--- config.mk ---
export PLATFORM = sky130hd
export DESIGN_NAME = cpu_status_io_flat
export DESIGN_NICKNAME = d
export VERILOG_FILES = /design/src/rtl/cpu_status_pkg.sv /design/src/rtl/cpu_status_io_if.sv /design/src/rtl/cpu_status_io_wdog.sv /design/src/rtl/cpu_status_io.sv /design/src/flat_wrapper.sv
export SDC_FILE = /design/constraint.sdc
export NUM_CORES = 1
export LEC_CHECK = 0
export ABC_AREA = 1
export CORE_MARGIN = 1
export CORE_UTILIZATION = 54
export CTS_CLUSTER_SIZE = 20
export DETAILED_ROUTE_END_ITERATION = 6
export PLACE_DENSITY = 0.86
export SYNTH_ARGS = -nofsm -noshare
export SYNTH_HDL_FRONTEND = slang
export SYNTH_SLANG_ARGS = --single-unit
export TNS_END_PERCENT = 1
--- constraint.sdc ---
create_clock -name clock -period 4.6 [get_ports clock]
set_clock_uncertainty 0.2 [all_clocks]
set_input_delay 0.92 -clock clock [delete_from_list [all_inputs] [get_ports clock]]
set_output_delay 0.92 -clock clock [all_outputs]
set_load 0.005 [all_outputs]
--- src/rtl/cpu_status_pkg.sv ---
// Shared status codes and test FSM encoding for the CPU status pad driver.
// The CPU top and the firmware test headers rely on these same values.
package cpu_status_pkg;

    localparam logic [5:0] STATUS_IDLE = 6'h00;
    localparam logic [5:0] STATUS_RUN  = 6'h18;
    localparam logic [5:0] STATUS_PASS = 6'h19;
    localparam logic [5:0] STATUS_FAIL = 6'h1a;

    typedef enum logic [2:0] {
        ST_DELAY      = 3'd0,
        ST_WAIT_START = 3'd1,
        ST_RUN        = 3'd2,
        ST_PASS       = 3'd3,
        ST_FAIL       = 3'd4
    } test_state_e;

endpackage

--- src/rtl/cpu_status_io_if.sv ---
// CPU event inputs and pad-side outputs of the status driver.
// master = CPU core / pad side, slave = cpu_status_io.
interface cpu_status_io_if;

    logic        cpu_start;
    logic        pc_valid;
    logic [31:0] pc;
    logic        cpu_done;
    logic        cpu_fail;
    logic [31:0] event_pc;
    logic [37:0] io_out;
    logic [37:0] io_oeb;
    logic [2:0]  test_state;

    modport master (
        output cpu_start, pc_valid, pc, cpu_done, cpu_fail, event_pc,
        input  io_out, io_oeb, test_state
    );

    modport slave (
        input  cpu_start, pc_valid, pc, cpu_done, cpu_fail, event_pc,
        output io_out, io_oeb, test_state
    );

endinterface

--- src/rtl/cpu_status_io_wdog.sv ---
// Saturating 32-bit up-counter with synchronous clear, count enable and a
// terminal-count flag. Serves as both the startup delay and the watchdog.
module status_wdog #(
    parameter logic [31:0] TC_VALUE = 32'd0
) (
    input  logic clock,
    input  logic resetb,
    input  logic i_clear,
    input  logic i_enable,
    output logic o_tc
);

    logic [31:0] r_count;
    logic        w_atTc;

    assign w_atTc = (r_count == TC_VALUE);
    assign o_tc   = w_atTc;

    // Count while enabled, stop at the terminal value, restart on clear.
    always_ff @(posedge clock or negedge resetb) begin
        if (!resetb) begin
            r_count <= 32'd0;
        end else if (i_clear) begin
            r_count <= 32'd0;
        end else if (i_enable && !w_atTc) begin
            r_count <= r_count + 32'd1;
        end
    end

endmodule

--- src/rtl/cpu_status_io.sv ---
// Drives CPU test status (io_out[37:32]) and pc (io_out[31:0]) onto the
// user-project pads. Pads stay tristated until the startup delay expires so
// the management core can configure the GPIOs first.
module cpu_status_io
    import cpu_status_pkg::*;
#(
    parameter int unsigned  STARTUP_DELAY = 2048,
    parameter int unsigned  WDOG_CYCLES   = 65536,
    parameter logic [37:0]  OEB_MASK      = 38'h9
) (
    input  logic             clock,
    input  logic             resetb,
    cpu_status_io_if.slave   bus
);

    localparam logic [31:0] DELAY_TC = (STARTUP_DELAY > 0) ? 32'(STARTUP_DELAY - 1) : 32'd0;
    localparam logic [31:0] WDOG_TC  = (WDOG_CYCLES > 0)   ? 32'(WDOG_CYCLES - 1)   : 32'd0;
    localparam logic        WDOG_EN  = (WDOG_CYCLES != 0);

    test_state_e r_state;
    logic [5:0]  r_status;
    logic [31:0] r_pcField;
    logic [37:0] r_oeb;
    logic        r_startPending;

    logic w_inDelay;
    logic w_inRun;
    logic w_delayTc;
    logic w_wdogTc;
    logic w_wdogFire;

    assign w_inDelay  = (r_state == ST_DELAY);
    assign w_inRun    = (r_state == ST_RUN);
    assign w_wdogFire = WDOG_EN && w_inRun && w_wdogTc && !bus.pc_valid;

    assign bus.io_out     = {r_status, r_pcField};
    assign bus.io_oeb     = r_oeb;
    assign bus.test_state = r_state;

    status_wdog #(.TC_VALUE(DELAY_TC)) u_delay (
        .clock    (clock),
        .resetb   (resetb),
        .i_clear  (!w_inDelay),
        .i_enable (w_inDelay),
        .o_tc     (w_delayTc)
    );

    // A retire restarts the watchdog; outside RUN it is held at zero.
    status_wdog #(.TC_VALUE(WDOG_TC)) u_wdog (
        .clock    (clock),
        .resetb   (resetb),
        .i_clear  (!w_inRun || bus.pc_valid),
        .i_enable (w_inRun),
        .o_tc     (w_wdogTc)
    );

    // Test FSM; status and pc field change on the same edge so a monitor
    // triggering on the status always sees the matching pc.
    always_ff @(posedge clock or negedge resetb) begin
        if (!resetb) begin
            r_state        <= ST_DELAY;
            r_status       <= STATUS_IDLE;
            r_pcField      <= 32'd0;
            r_oeb          <= '1;
            r_startPending <= 1'b0;
        end else begin
            case (r_state)
                ST_DELAY: begin
                    if (bus.cpu_start) begin
                        r_startPending <= 1'b1;
                    end
                    if (w_delayTc) begin
                        r_oeb          <= OEB_MASK;
                        r_startPending <= 1'b0;
                        if (r_startPending || bus.cpu_start) begin
                            r_state  <= ST_RUN;
                            r_status <= STATUS_RUN;
                        end else begin
                            r_state  <= ST_WAIT_START;
                        end
                    end
                end
                ST_WAIT_START: begin
                    if (bus.cpu_fail) begin
                        r_state   <= ST_FAIL;
                        r_status  <= STATUS_FAIL;
                        r_pcField <= bus.event_pc;
                    end else if (bus.cpu_start) begin
                        r_state  <= ST_RUN;
                        r_status <= STATUS_RUN;
                    end
                end
                ST_RUN: begin
                    if (bus.cpu_fail) begin
                        r_state   <= ST_FAIL;
                        r_status  <= STATUS_FAIL;
                        r_pcField <= bus.event_pc;
                    end else if (bus.cpu_done) begin
                        r_state   <= ST_PASS;
                        r_status  <= STATUS_PASS;
                        r_pcField <= bus.event_pc;
                    end else if (w_wdogFire) begin
                        r_state  <= ST_FAIL;
                        r_status <= STATUS_FAIL;
                    end else if (bus.pc_valid) begin
                        r_pcField <= bus.pc;
                    end
                end
                ST_PASS, ST_FAIL: begin
                    r_state <= r_state;
                end
                default: begin
                    r_state <= ST_DELAY;
                end
            endcase
        end
    end

endmodule

--- src/flat_wrapper.sv ---
// flat-port wrapper written by rule: the top's interface ports become plain ports
module cpu_status_io_flat import cpu_status_pkg::*;
#(
    parameter int unsigned  STARTUP_DELAY = 2048,
    parameter int unsigned  WDOG_CYCLES   = 65536,
    parameter logic [37:0]  OEB_MASK      = 38'h9
)
  (clock, resetb, bus_cpu_start, bus_pc_valid, bus_pc, bus_cpu_done, bus_cpu_fail, bus_event_pc, bus_io_out, bus_io_oeb, bus_test_state);
  cpu_status_io_if bus_i ();
  input  logic clock;
  input  logic resetb;
  input wire logic [$bits(bus_i.cpu_start)-1:0] bus_cpu_start;
  input wire logic [$bits(bus_i.pc_valid)-1:0] bus_pc_valid;
  input wire logic [$bits(bus_i.pc)-1:0] bus_pc;
  input wire logic [$bits(bus_i.cpu_done)-1:0] bus_cpu_done;
  input wire logic [$bits(bus_i.cpu_fail)-1:0] bus_cpu_fail;
  input wire logic [$bits(bus_i.event_pc)-1:0] bus_event_pc;
  output wire logic [$bits(bus_i.io_out)-1:0] bus_io_out;
  output wire logic [$bits(bus_i.io_oeb)-1:0] bus_io_oeb;
  output wire logic [$bits(bus_i.test_state)-1:0] bus_test_state;
  assign bus_i.cpu_start = bus_cpu_start;
  assign bus_i.pc_valid = bus_pc_valid;
  assign bus_i.pc = bus_pc;
  assign bus_i.cpu_done = bus_cpu_done;
  assign bus_i.cpu_fail = bus_cpu_fail;
  assign bus_i.event_pc = bus_event_pc;
  assign bus_io_out = bus_i.io_out;
  assign bus_io_oeb = bus_i.io_oeb;
  assign bus_test_state = bus_i.test_state;
  cpu_status_io #(.STARTUP_DELAY(STARTUP_DELAY), .WDOG_CYCLES(WDOG_CYCLES), .OEB_MASK(OEB_MASK)) u_core (.clock(clock), .resetb(resetb), .bus(bus_i));
endmodule
* Word-level counts from Yosys, hierarchy flattened
Cells that the tools add are included.
W data, S select, Z words.
** Storage, ports and cells
- Flip-flop bits (word level) :: 142
- Input port bits :: 70
- Output and inout port bits :: 79
- Word-level logic and storage cells :: 73
** Cells by class
- Add/subtract/negate cells :: 2
- Eq/ne operators :: 14
- Mux-type cells :: 28
- Bitwise operators :: 1
- Reduce and logical (&&, ||, !) cells :: 21
** Operators by type and width (count)
- $mux W32 :: 9
- $add A32 B1 Y32 const B :: 2
- $pmux W32 S2 :: 1
- $mux W6 :: 7
- $eq A32 B11 Y1 const B :: 1
- $eq A32 B16 Y1 const B :: 1
- $mux W3 :: 6
- $pmux W6 S3 :: 1
- $pmux W3 S4 :: 1
- $ne A4 B4 Y1 const B :: 2
- $reduce_and A4 Y1 :: 2
- $eq A3 B2 Y1 const B :: 2
- $ne A2 B1 Y1 const B :: 3
- $reduce_bool A2 Y1 :: 3
- $reduce_and A5 Y1 :: 1
- $logic_and A1 B1 Y1 :: 4
- $logic_not A1 Y1 :: 4
- $ne A4 B3 Y1 const B :: 1
- $reduce_and A2 Y1 :: 2
- $eq A3 B1 Y1 const B :: 1
- $eq A3 B3 Y1 const B :: 1
- $logic_not A3 Y1 :: 1
- $ne A3 B3 Y1 const B :: 1
- $reduce_bool A3 Y1 :: 1
- other kinds (6) :: 8

* Depth between registers and ports, before layout
Gate-level depths: netlist of run 1.
- Depth after elaboration :: 7
- Gate-level depth with buffers :: 12
- Depth with buffers taken out :: 12

* Cells and area by module
A second synthesis of run 1 with hierarchy kept.
** Second synthesis, totals
- Cells, all modules :: 1076
- Area, all modules :: 6989.2 µm²
** Modules (own cells, without submodules)
- cpu_status_io :: times used 1, cells each 347, area each 2423.6 µm²
- status_wdog (u_core.u_delay) :: times used 1, cells each 365, area each 2297.2 µm²
- status_wdog (u_core.u_wdog) :: times used 1, cells each 364, area each 2268.4 µm²

* Worst setup path after synthesis of run 1
OpenSTA, ideal clock, no wires.
- Path kind :: reg2out
- From :: register u_core.bus.io_oeb[36] (netlist name)
- To :: output port bus_io_oeb[10]
- Data arrival time :: 1003 ps
- Data required time :: 3480 ps
- Slack :: 2477 ps
- Cell stages (with the launch flop) :: 2
- Buffers on the path :: 1
- Cell sequence :: dfstp_2 > buf_4
** RTL lines
- end: declaration :: line flat_wrapper.sv:19 : output wire logic [$bits(bus_i.io_oeb)-1:0] bus_io_oeb;

* Worst setup path in the final report of run 1
- From :: input port bus_cpu_fail
- To :: register u_core.r_pcField[31]
** Between the ends
- Word-level cells in the longest chain between the ends :: 2
** Ends and longest elaborated chain
- start: declaration :: line flat_wrapper.sv:16 : input wire logic [$bits(bus_i.cpu_fail)-1:0] bus_cpu_fail;
- $ne A4 B4 Y1 (no source line), or another cell as far along
- $reduce_and A4 Y1 (no source line) / $pmux W32 S2 (equally long branches)
- end signal: assignment :: line cpu_status_io.sv:87 : r_pcField <= bus.event_pc;
- end signal: assignment :: line cpu_status_io.sv:97 : r_pcField <= bus.event_pc;
- end signal: assignment :: line cpu_status_io.sv:101 : r_pcField <= bus.event_pc;
- end: declaration :: line cpu_status_io.sv:22 : logic [31:0] r_pcField;
Parallel ways exist; a longest one is shown, timed or not.
A chain may end at the register's enable or synchronous reset.

==> flow_summary_export.csv, run 1 <==
group,metric,value,unit
floorplanning,die_w,108.2,um
cts,clock_latency,0.35,ns
worst_setup_path,cp_max_fo,44,
route,routed_wl,14.33,mm
route,via_count,5684,
timing,grt_setup_unrepaired,"false",
synthesis,synth-compound-area-share,8.131,%
global_routing,globalRouteOverflowTotal,0,
timing,finalSetupTns,0,ns
synthesis,yosysSeqAreaShare,42.73,%
timing,fmax,0.3193,GHz
synthesis,ys_seq_elements,104,
route,drt-vias-per-instance,5.075,
cts,cts_tree,"yes",
global_routing,antenna_found_initial,0,
global_routing,grt_max_degree,45,
worst_setup_path,required,4.62,ns
run,cap_violations,0,
timing,worst_slew_pin_slew,0.7969,ns
timing,hold_viol_final,0,
worst_setup_path,arrival,3.16,ns
synthesis,syn_avg_cell_area,6.980,um2
placement,place.gp.congestion,0.9462,
floorplanning,initial_core_util,55.72,%
power,power,3.205,mW
placement,portBuffers,144,
layout,final_cell_mix,"283 x nand2_1, 143 x clkdlybuf4s50_1, 114 x nor2_1",
placement,dp_hpwl,10.73,mm
cts,root_buffer,"clkbuf_16",
synthesis,synth-xor-area-share,3.881,%
layout,area_delta_synth_final,25.65,%
synthesis,netlist_instances,873,
synthesis,syn_area,0.006093,mm2
timing,slew_headroom,46.75,%
synthesis,async_flop_share,100.0,%
timing,slew_viol_final,0,
layout,num_antenna_cells,0,
route,drc,0,
floorplanning,dieArea,0.01171,mm2
floorplanning,die_h,108.2,um
route,wire_per_inst,12.80,um
synthesis,synthMuxAreaShare,0,%
cts,post-cts-setup-buffers,0,
cts,htreeDepth,3,
synthesis,yosys_warnings,0,
global_routing,grt_pass1_vias,5305,
power,p_per_area,418.6,mW/mm2
global_routing,grt_first_pass_wirelength,24.15,mm
route,postRouteAntennaNets,0,
cts,ctsHoldBuffers,0,
synthesis,synth_fa_ha_area_share,0.4107,%
synthesis,yosysUniqueCellTypes,30,
route,drtIter0Drc,402,
timing,min_period,3.132,ns
worst_setup_path,critPathLaunchType,"input pin",
cts,clk_pin_slew_worst_paths,0.07,ns
synthesis,yosys_most_used_dff,"dfrtp_1",
layout,layout.nets,1049,
power,cellLeakagePower,3.425,nW
synthesis,synth_edf_count,0,
synthesis,yosys.area_share.simple,31.79,%
floorplanning,io_pins,149,
cts,cts.repair.resized,0,
layout,drive_gt1_share,2.755,%
timing,period_share,68.09,%
worst_setup_path,rrSetupSlack,1.98,ns
floorplanning,core-area,0.01094,mm2
cts,clockBufferDepth,2,
power,ir_worst_vdd,0.3259,mV
timing,setup_viol_count_final,0,
status,status,"finished clean",
cts,numCtsBuffers,9,
global_routing,grt_util_all_layers,26.50,%
min_path,min_path_type,"reg2reg",
floorplanning,row_count,38,
worst_setup_path,cp-end-kind,"register",
synthesis,synth_top_family_by_area,"simple AND/OR/NAND/NOR gates",
worst_setup_path,path_class,"in2reg",
cts,cts.sinks,104,
route,dr.pass1.iters,5,
layout,mostFrequentLayoutCell,"nand2_1",
[area by class of cell]
class | instances | area, um2
multi-input combinational | 604 | 2709
clock inverter | 3 | 43.79
fill | 868 | 3279
sequential | 104 | 2604
clock buffer | 11 | 242.7
timing repair buffer | 148 | 1469
inverter | 110 | 412.9
tap | 140 | 175.2
[synthesized netlist by cell type, types with 2 or more instances]
| library cell | n | area share (%) |
|---|---|---|
| a21oi_1 | 25 | 2.1 |
| a31oi_1 | 6 | 0.62 |
| buf_2 | 9 | 0.74 |
| buf_4 | 40 | 4.9 |
| clkbuf_1 | 8 | 0.49 |
| conb_1 | 2 | 0.12 |
| dfrtp_1 | 103 | 42 |
| ha_1 | 2 | 0.41 |
| inv_1 | 109 | 6.7 |
| nand2_1 | 283 | 17 |
| nand2_2 | 2 | 0.21 |
| nand3_1 | 25 | 2.1 |
| nand4_1 | 14 | 1.4 |
| nor2_1 | 114 | 7.0 |
| nor2_2 | 2 | 0.21 |
| nor3_1 | 33 | 2.7 |
| nor4_1 | 2 | 0.21 |
| o21ai_0 | 26 | 2.1 |
| o21ai_1 | 31 | 2.5 |
| xor2_1 | 27 | 3.9 |
[layer usage]
metal	share of wire (%)	GRT usage, %	up-vias	routed length, um
met4	2.0	9.491	0	281
met1	43	33.87	2532	6181
met2	46	43.63	241	6627
li1	-	-	2887	-
met5	0	0	-	0
met3	8.7	6.570	24	1245
[flip-flops by register name (all words and copies together), names as in the netlist]
register,cells
u_core.bus.io_oeb,1
u_core.r_status,3
u_core.u_wdog.r_count,32
u_core.r_pcField,32
u_core.u_delay.r_count,32
u_core.r_startPending,1
u_core.bus.test_state,3
[kinds of logic after synthesis]
family / count (synthesis)
AO/OA/AOI/OAI: 92
XOR/XNOR: 27
adder cells (fa/ha/maj): 2
buffers and inverters: 167
flip-flops: 104
other: 2
AND/OR/NAND/NOR: 479
[path summary, 6_finish.rpt]
check / from / to / cells after the start
worst max-delay path: bus_cpu_fail / u_core.r_pcField[31]$_DFFE_PN0P_ / 7
worst min-delay path: u_core.r_status[0]$_DFFE_PN0P_ / u_core.r_status[0]$_DFFE_PN0P_ / 2
min in group asynchronous: resetb / u_core.r_pcField[30]$_DFFE_PN0P_ / 1
worst min register to register: u_core.r_status[0]$_DFFE_PN0P_ / u_core.r_status[0]$_DFFE_PN0P_ / 2
worst max register to register: u_core.bus.test_state[2]$_DFFE_PN0P_ / u_core.r_pcField[31]$_DFFE_PN0P_ / 7
max in group asynchronous: resetb / u_core.bus.io_oeb[36]$_DFFE_PN1P_ / 2
[critical path, stage by stage]
cell and delay (ns):
clkdlybuf4s50_1 0.53, inv_1 0.07, nand2_1 0.10, nor2_4 0.16, a221oi_4 0.72, buf_4 0.50, o21ai_0 0.14
[power breakdown]
part	switching, mW	internal [mW]	total (mW)	leakage, nW
sequential	0.115	1.10	1.21	1.38
combinational	0.680	0.551	1.23	1.91
clock	0.331	0.431	0.762	0.141
[through the flow]
step	util (%)	setup WS (ns)	std cells	area, um2	hold WS, ns
after detailed placement	67.39	1.090	1106	7370	0.2688
final	70.01	1.468	1120	7656	0.2837
after CTS	70.01	1.460	1120	7656	0.2902
after global routing	70.01	1.196	1120	7656	0.3128
after floorplan	-	2.477	875	6101	0.2550
after global placement	67.39	1.183	1106	7370	0.2586
Note: power is estimated with default switching activity, not from simulation.
==> run 2, diff against run 1 <==
--- a/config.mk
+++ b/config.mk
@@ -7,10 +7,10 @@
 export LEC_CHECK = 0
 export ABC_AREA = 1
 export CORE_MARGIN = 1
-export CORE_UTILIZATION = 54
+export CORE_UTILIZATION = 45
 export CTS_CLUSTER_SIZE = 20
 export DETAILED_ROUTE_END_ITERATION = 6
-export PLACE_DENSITY = 0.86
+export PLACE_DENSITY = 0.77
 export SYNTH_ARGS = -nofsm -noshare
 export SYNTH_HDL_FRONTEND = slang
 export SYNTH_SLANG_ARGS = --single-unit
==> constraint.sdc (replaced) <==
create_clock -name clock -period 2.6 [get_ports clock]
set_clock_uncertainty 0.2 [all_clocks]
set_input_delay 0.52 -clock clock [delete_from_list [all_inputs] [get_ports clock]]
set_output_delay 0.52 -clock clock [all_outputs]
set_load 0.005 [all_outputs]
==> flow_summary_export.csv, run 2 (same netlist as run 1, synthesis figures left out) <==
group,metric,value,unit
floorplanning,die_h,118.4,um
floorplanning,core-area,0.01324,mm2
timing,period_share,92.95,%
layout,mostFrequentLayoutCell,"nand2_1",
timing,setup_viol_count_final,0,
worst_setup_path,rrSetupSlack,0.28,ns
route,routed_wl,14.45,mm
cts,post-cts-setup-buffers,0,
floorplanning,dieArea,0.01401,mm2
worst_setup_path,reg2reg_to,"u_core.r_status[0]$_DFFE_PN0P_",
power,p_per_area,750.5,mW/mm2
layout,reg_top3,"u_core.r_pcField (32), u_core.u_delay.r_count (32), u_core.u_wdog.r_count (32)",
status,status,"finished clean",
floorplanning,io_pins,149,
cts,clock_latency,0.36,ns
worst_setup_path,critPathMaxStageDelay,0.79,ns
worst_setup_path,crit_family,"flip-flops",
worst_setup_path,cp-end-kind,"output pin",
power,ir_worst_vdd,0.5751,mV
global_routing,globalRouteOverflowTotal,0,
timing,min_period,2.417,ns
layout,multiInputGateArea,0.002709,mm2
worst_setup_path,critPathSlowestCell,"dfstp_4",
cts,cts_tree,"yes",
worst_setup_path,crit_buf_inv,1,
layout,final_cell_mix,"283 x nand2_1, 143 x clkdlybuf4s50_1, 114 x nor2_1",
worst_setup_path,r2r-start,"u_core.u_delay.r_count[0]$_DFFE_PN0P_",
layout,fill_cells,1238,
cts,numCtsBuffers,9,
timing,hold_viol_final,0,
power,cellLeakagePower,3.491,nW
timing,fmax,0.4138,GHz
worst_setup_path,required,1.88,ns
layout,drive_gt1_share,3.737,%
route,postRouteAntennaNets,0,
worst_setup_path,path_cells,"clkdlybuf4s50_1",
min_path,hold_depth,2,
layout,fin_area,0.007830,mm2
layout,num_antenna_cells,0,
placement,place.gp.congestion,0.9500,
min_path,min_path_type,"reg2reg",
route,drc,0,
global_routing,grt_max_degree,65,
cts,clk_pin_slew_worst_paths,0.07,ns
timing,finalSetupTns,0,ns
worst_setup_path,path_class,"reg2out",
placement,place_area,0.007505,mm2
route,wire_per_inst,12.39,um
global_routing,grt_util_all_layers,21.62,%
cts,htreeDepth,3,
timing,setup_ws,0.1832,ns
worst_setup_path,cp.depth,1,
placement,pre_cts_slack,0.2569,ns
cts,clockBufferDepth,2,
layout,layout.nets,1057,
worst_setup_path,startpoint,"u_core.bus.io_oeb[36]$_DFFE_PN1P_",
layout,area_delta_synth_final,28.50,%
timing,slew_viol_final,0,
worst_setup_path,critical_path.endpoint,"bus_io_oeb[1]",
route,drtIter0Drc,326,
floorplanning,initial_core_util,46.01,%
floorplanning,row_count,42,
route,drt-vias-per-instance,4.842,
worst_setup_path,reg2reg_depth,10,
cts,cts.sinks,104,
timing,grt_setup_unrepaired,"false",
route,dr.pass1.iters,5,
layout,regArea,0.002608,mm2
floorplanning,die_w,118.4,um
timing,slew_headroom,64.34,%
placement,portBuffers,144,
timing,worst_slew_pin_slew,0.5349,ns
placement,dp_hpwl,10.80,mm
run,cap_violations,0,
worst_setup_path,critPathLaunchType,"register",
worst_setup_path,arrival,1.70,ns
global_routing,grt_first_pass_wirelength,24.40,mm
cts,root_buffer,"clkbuf_16",
worst_setup_path,cp_max_fo,37,
global_routing,antenna_found_initial,0,
route,via_count,5646,
global_routing,grt_pass1_vias,5164,
==> run 2: how the worst min path moves through the flow <==
stage	start	endpoint	slack [ns]
6_report	u_core.r_status[1]$_DFFE_PN0P_	u_core.r_status[1]$_DFFE_PN0P_	0.28
5_1_grt	u_core.r_status[1]$_DFFE_PN0P_	u_core.r_status[1]$_DFFE_PN0P_	0.32
4_1_cts	u_core.r_status[1]$_DFFE_PN0P_	u_core.r_status[1]$_DFFE_PN0P_	0.29
3_5_place_dp	u_core.r_status[1]$_DFFE_PN0P_	u_core.r_status[1]$_DFFE_PN0P_	0.27
3_3_place_gp	u_core.r_status[0]$_DFFE_PN0P_	u_core.r_status[0]$_DFFE_PN0P_	0.26
2_1_floorplan	resetb	u_core.bus.test_state[0]$_DFFE_PN0P_	0.02
==> run 2: worst register-to-register path: cells and delay by family, from the launching register on <==
| kind | cells | cell delay [ns] |
|---|---|---|
| AND/OR/NAND/NOR | 8 | 1.10 |
| adder cells (fa/ha/maj) | 1 | 0.28 |
| AO/OA/AOI/OAI | 1 | 0.25 |
| flip-flops | 1 | 0.39 |
==> run 2: through the flow <==
stage	total power [mW]	utilization, %	hold WS, ns	instances
after floorplan	3.384	-	0.02441	875
after global placement	4.446	56.67	0.2584	1149
after detailed placement	4.484	56.67	0.2675	1149
after CTS	5.939	59.10	0.2921	1166
after global routing	6.286	59.13	0.3172	1166
final	5.876	59.13	0.2821	1166
==> run 2: per-layer routing <==
metal  GRT usage, %  share of wire (%)
met5              0                  0
met4          7.372                1.8
met3          4.875                7.2
met2          35.44                 46
met1          28.10                 45
==> run 2: power breakdown <==
| part | internal [mW] | switching [mW] |
|---|---|---|
| sequential | 1.94 | 0.195 |
| clock | 0.789 | 0.639 |
| combinational | 1.07 | 1.25 |
| total | 3.80 | 2.08 |
==> run 2: layout make-up <==
| class | count | share of cell area (%) |
|---|---|---|
| repair buffers | 156 | 20.04 |
| inverters | 110 | 5.273 |
| clock inverters | 6 | 0.9268 |
| clock buffers | 10 | 3.052 |
| multi-input cells | 604 | 34.60 |
| flip-flops and latches | 104 | 33.30 |
| well taps | 176 | 2.812 |
==> run 2: timing repair <==
action | CTS | global route
endpoints found under the hold margin | 39 | 0
setup endpoints to repair | 0 | 36
hold buffers | 1 | 0
resized for setup | 0 | 1
==> run 3, diff against run 2 <==
--- a/config.mk
+++ b/config.mk
@@ -7,11 +7,13 @@
 export LEC_CHECK = 0
 export ABC_AREA = 1
 export CORE_MARGIN = 1
-export CORE_UTILIZATION = 45
+export CORE_UTILIZATION = 47
 export CTS_CLUSTER_SIZE = 20
 export DETAILED_ROUTE_END_ITERATION = 6
-export PLACE_DENSITY = 0.77
+export PLACE_DENSITY = 0.78
+export RECOVER_POWER = 100
 export SYNTH_ARGS = -nofsm -noshare
 export SYNTH_HDL_FRONTEND = slang
+export SYNTH_HIERARCHICAL = 1
 export SYNTH_SLANG_ARGS = --single-unit
 export TNS_END_PERCENT = 1
==> flow_summary_export.csv, run 3 <==
group,metric,value,unit
floorplanning,row_count,44,
layout,reg_top3,"u_core/r_pcField (32), u_core/u_delay/r_count (32), u_core/u_wdog/r_count (32)",
global_routing,antenna_found_initial,0,
worst_setup_path,crit_buf_inv,1,
cts,cts_tree,"yes",
global_routing,grt_first_pass_wirelength,28.78,mm
timing,setup_viol_count_final,0,
worst_setup_path,path_class,"reg2out",
worst_setup_path,crit_family,"flip-flops",
cts,htreeDepth,3,
timing,setup_ws,0.1584,ns
layout,fill_cells,1418,
cts,clockBufferDepth,2,
synthesis,synth_commonest_cells,"528 x nand2_1, 136 x nor2_1, 103 x dfrtp_1, 60 x inv_1, 51 x nand3_1",
timing,grt_setup_unrepaired,"false",
worst_setup_path,cp-end-kind,"output pin",
synthesis,yosysMostFrequentCell,"nand2_1",
synthesis,ys_seq_elements,104,
layout,regArea,0.002608,mm2
synthesis,async_flop_share,100.0,%
layout,layout.nets,1249,
timing,period_share,93.91,%
placement,dp_hpwl,13.07,mm
min_path,min_path_type,"reg2reg",
route,dr.pass1.iters,5,
layout,final_cell_mix,"529 x nand2_1, 137 x nor2_1, 103 x clkdlybuf4s50_1, 103 x dfrtp_1, 60 x inv_1",
route,postRouteAntennaNets,0,
run,cap_violations,0,
worst_setup_path,critPathMaxStageDelay,0.80,ns
floorplanning,die_h,123.9,um
power,power_frac_clock,40.2,%
timing,finalSetupTns,0,ns
floorplanning,dieArea,0.01536,mm2
floorplanning,io_pins,149,
route,routed_wl,17.79,mm
power,ir_worst_vdd,0.3221,mV
synthesis,syn_area,0.006989,mm2
global_routing,grt_util_all_layers,23.93,%
worst_setup_path,critPathSlowestCell,"dfstp_4",
placement,portBuffers,144,
synthesis,netlist_instances,1076,
power,p_per_area,372.0,mW/mm2
worst_setup_path,path_cells,"clkdlybuf4s50_1",
synthesis,yosys_warnings,6,
timing,worst_hold_slack,0.2746,ns
route,wire_per_inst,13.03,um
layout,drive_gt1_share,5.668,%
worst_setup_path,arrival,1.72,ns
cts,post-cts-setup-buffers,0,
synthesis,yosysSeqAreaShare,37.25,%
power,seqPwrFrac,52.3,%
synthesis,synth_edf_count,0,
layout,multiInputGateArea,0.003616,mm2
timing,min_period,2.442,ns
global_routing,grt-busiest-layer,"met2",
floorplanning,die_w,123.9,um
power,pwr-share-comb,7.5,%
status,status,"finished clean",
worst_setup_path,critPathLaunchType,"register",
route,drc,0,
global_routing,grt_pass1_vias,6045,
placement,pre_cts_slack,0.1429,ns
layout,fin_area,0.008504,mm2
placement,place_area,0.008259,mm2
route,drt-vias-per-instance,4.991,
cts,clk_pin_slew_worst_paths,0.07,ns
cts,numCtsBuffers,9,
synthesis,yosys_most_used_dff,"dfrtp_1",
worst_setup_path,required,1.88,ns
cts,root_buffer,"clkbuf_16",
layout,area_delta_synth_final,21.68,%
synthesis,yosysUniqueCellTypes,30,
timing,fmax,0.4096,GHz
synthesis,yosysTopAreaCellShare,36.88,%
floorplanning,core-area,0.01453,mm2
global_routing,globalRouteOverflowTotal,0,
route,via_count,6818,
power,power_switching,0.7248,mW
synthesis,yosysTopAreaCell,"dfrtp_1",
placement,place_inst,1349,
worst_setup_path,cp_max_fo,37,
power,p_int,2.439,mW
power,cellLeakagePower,4.122,nW
layout,layout.cells.non_filler,1366,
power,p_sw_share,22.91,%
timing,hold_viol_final,0,
global_routing,grt_use_met2,39.55,%
synthesis,ys_top_cells_by_area,"dfrtp_1 37%, nand2_1 28%, nor2_1 7.3%",
cts,clock_latency,0.36,ns
floorplanning,initial_core_util,48.09,%
layout,mostFrequentLayoutCell,"nand2_1",
global_routing,use_met1,31.81,%
placement,place.gp.congestion,0.9123,
cts,cts.sinks,104,
global_routing,use_met3,4.396,%
layout,num_antenna_cells,0,
timing,worst_slew_pin_slew,0.7506,ns
timing,slew_viol_final,0,
timing,slew_headroom,49.96,%
global_routing,grt_max_degree,52,
route,drtIter0Drc,470,
synthesis,syn_avg_cell_area,6.496,um2
==> run 3: changes by cell type in the layout (fill, tap and decap cells not counted), moves of 31 or more <==
cell / before / now
nand2_1: 283 / 529
o21ai_1: 31 / 0
clkdlybuf4s50_1: 143 / 103
dlygate4sd3_1: 1 / 41
inv_1: 109 / 60
nor3_1: 33 / 0
==> run 3: power groups by stage <==
stage                     combinational [mW]  clock, mW  sequential (mW)
after global routing                   0.265       1.36             1.66
after floorplan                       0.0500          0             1.69
after global placement                 0.253          0             1.69
after CTS                              0.257       1.31             1.66
final                                  0.238       1.27             1.66
after detailed placement               0.255          0             1.69
==> run 3: cells by family after synthesis <==
family | Yosys count | share of synthesized area [%]
and+or+nand+nor | 800 | 48.25
buffers and inverters | 137 | 10.90
DFF | 104 | 37.25
xor gates and xnor gates | 17 | 2.130
AOI/OAI and AO/OA | 14 | 1.002
adders and majority gates | 2 | 0.3580
other | 2 | 0.1075
==> run 3: cell type report <==
cell class | instances | share of cell area [%]
clock buffer | 11 | 2.736
clock inverter | 5 | 0.4119
inverter | 69 | 3.060
multi-input combinational | 837 | 42.52
sequential | 104 | 30.66
tap | 184 | 2.707
timing repair buffer | 156 | 17.90
==> run 3: metrics by stage <==
stage | power (mW) | util, %
finish | 3.164 | 58.51
global route | 3.283 | 58.51
CTS | 3.225 | 58.76
detailed placement | 1.942 | 56.83
global placement | 1.940 | 56.83
floorplan | 1.739 | -
==> run 3: worst paths after layout <==
check | slack [ns] | endpoint | cells past startpoint | start
setup / recovery | 0.16 | bus_io_oeb[18] | 1 | u_core/bus.io_oeb[36]$_DFFE_PN1P_
hold / removal | 0.27 | u_core/r_pcField[12]$_DFFE_PN0P_ | 2 | u_core/r_pcField[12]$_DFFE_PN0P_
setup reg to reg | 0.21 | u_core/u_delay/r_count[10]$_DFFE_PN0P_ | 11 | u_core/u_delay/r_count[0]$_DFFE_PN0P_
hold reg to reg | 0.27 | u_core/r_pcField[12]$_DFFE_PN0P_ | 2 | u_core/r_pcField[12]$_DFFE_PN0P_
max in group asynchronous | 0.41 | u_core/u_wdog/r_count[29]$_DFFE_PN0P_ | 3 | resetb
min in group asynchronous | 0.56 | u_core/u_delay/r_count[26]$_DFFE_PN0P_ | 2 | resetb
==> run 3: what timing repair did <==
action	in CTS	in global routing
gates resized for setup	1	0
endpoints found under the hold margin	26	0
setup endpoints to repair	26	0
hold buffers	1	0
==> run 3: worst min-delay path, delay by kind of cell (launching register included) <==
kind	cells	cell delay (ns)
DFF	1	0.34
and+or+nand+nor	2	0.10
==> run 3: per-layer routing <==
layer / up-vias / routed length [um]
met5: - / 0
li1: 3490 / -
met4: 0 / 325
met2: 144 / 8596
met3: 23 / 634
met1: 3161 / 8236
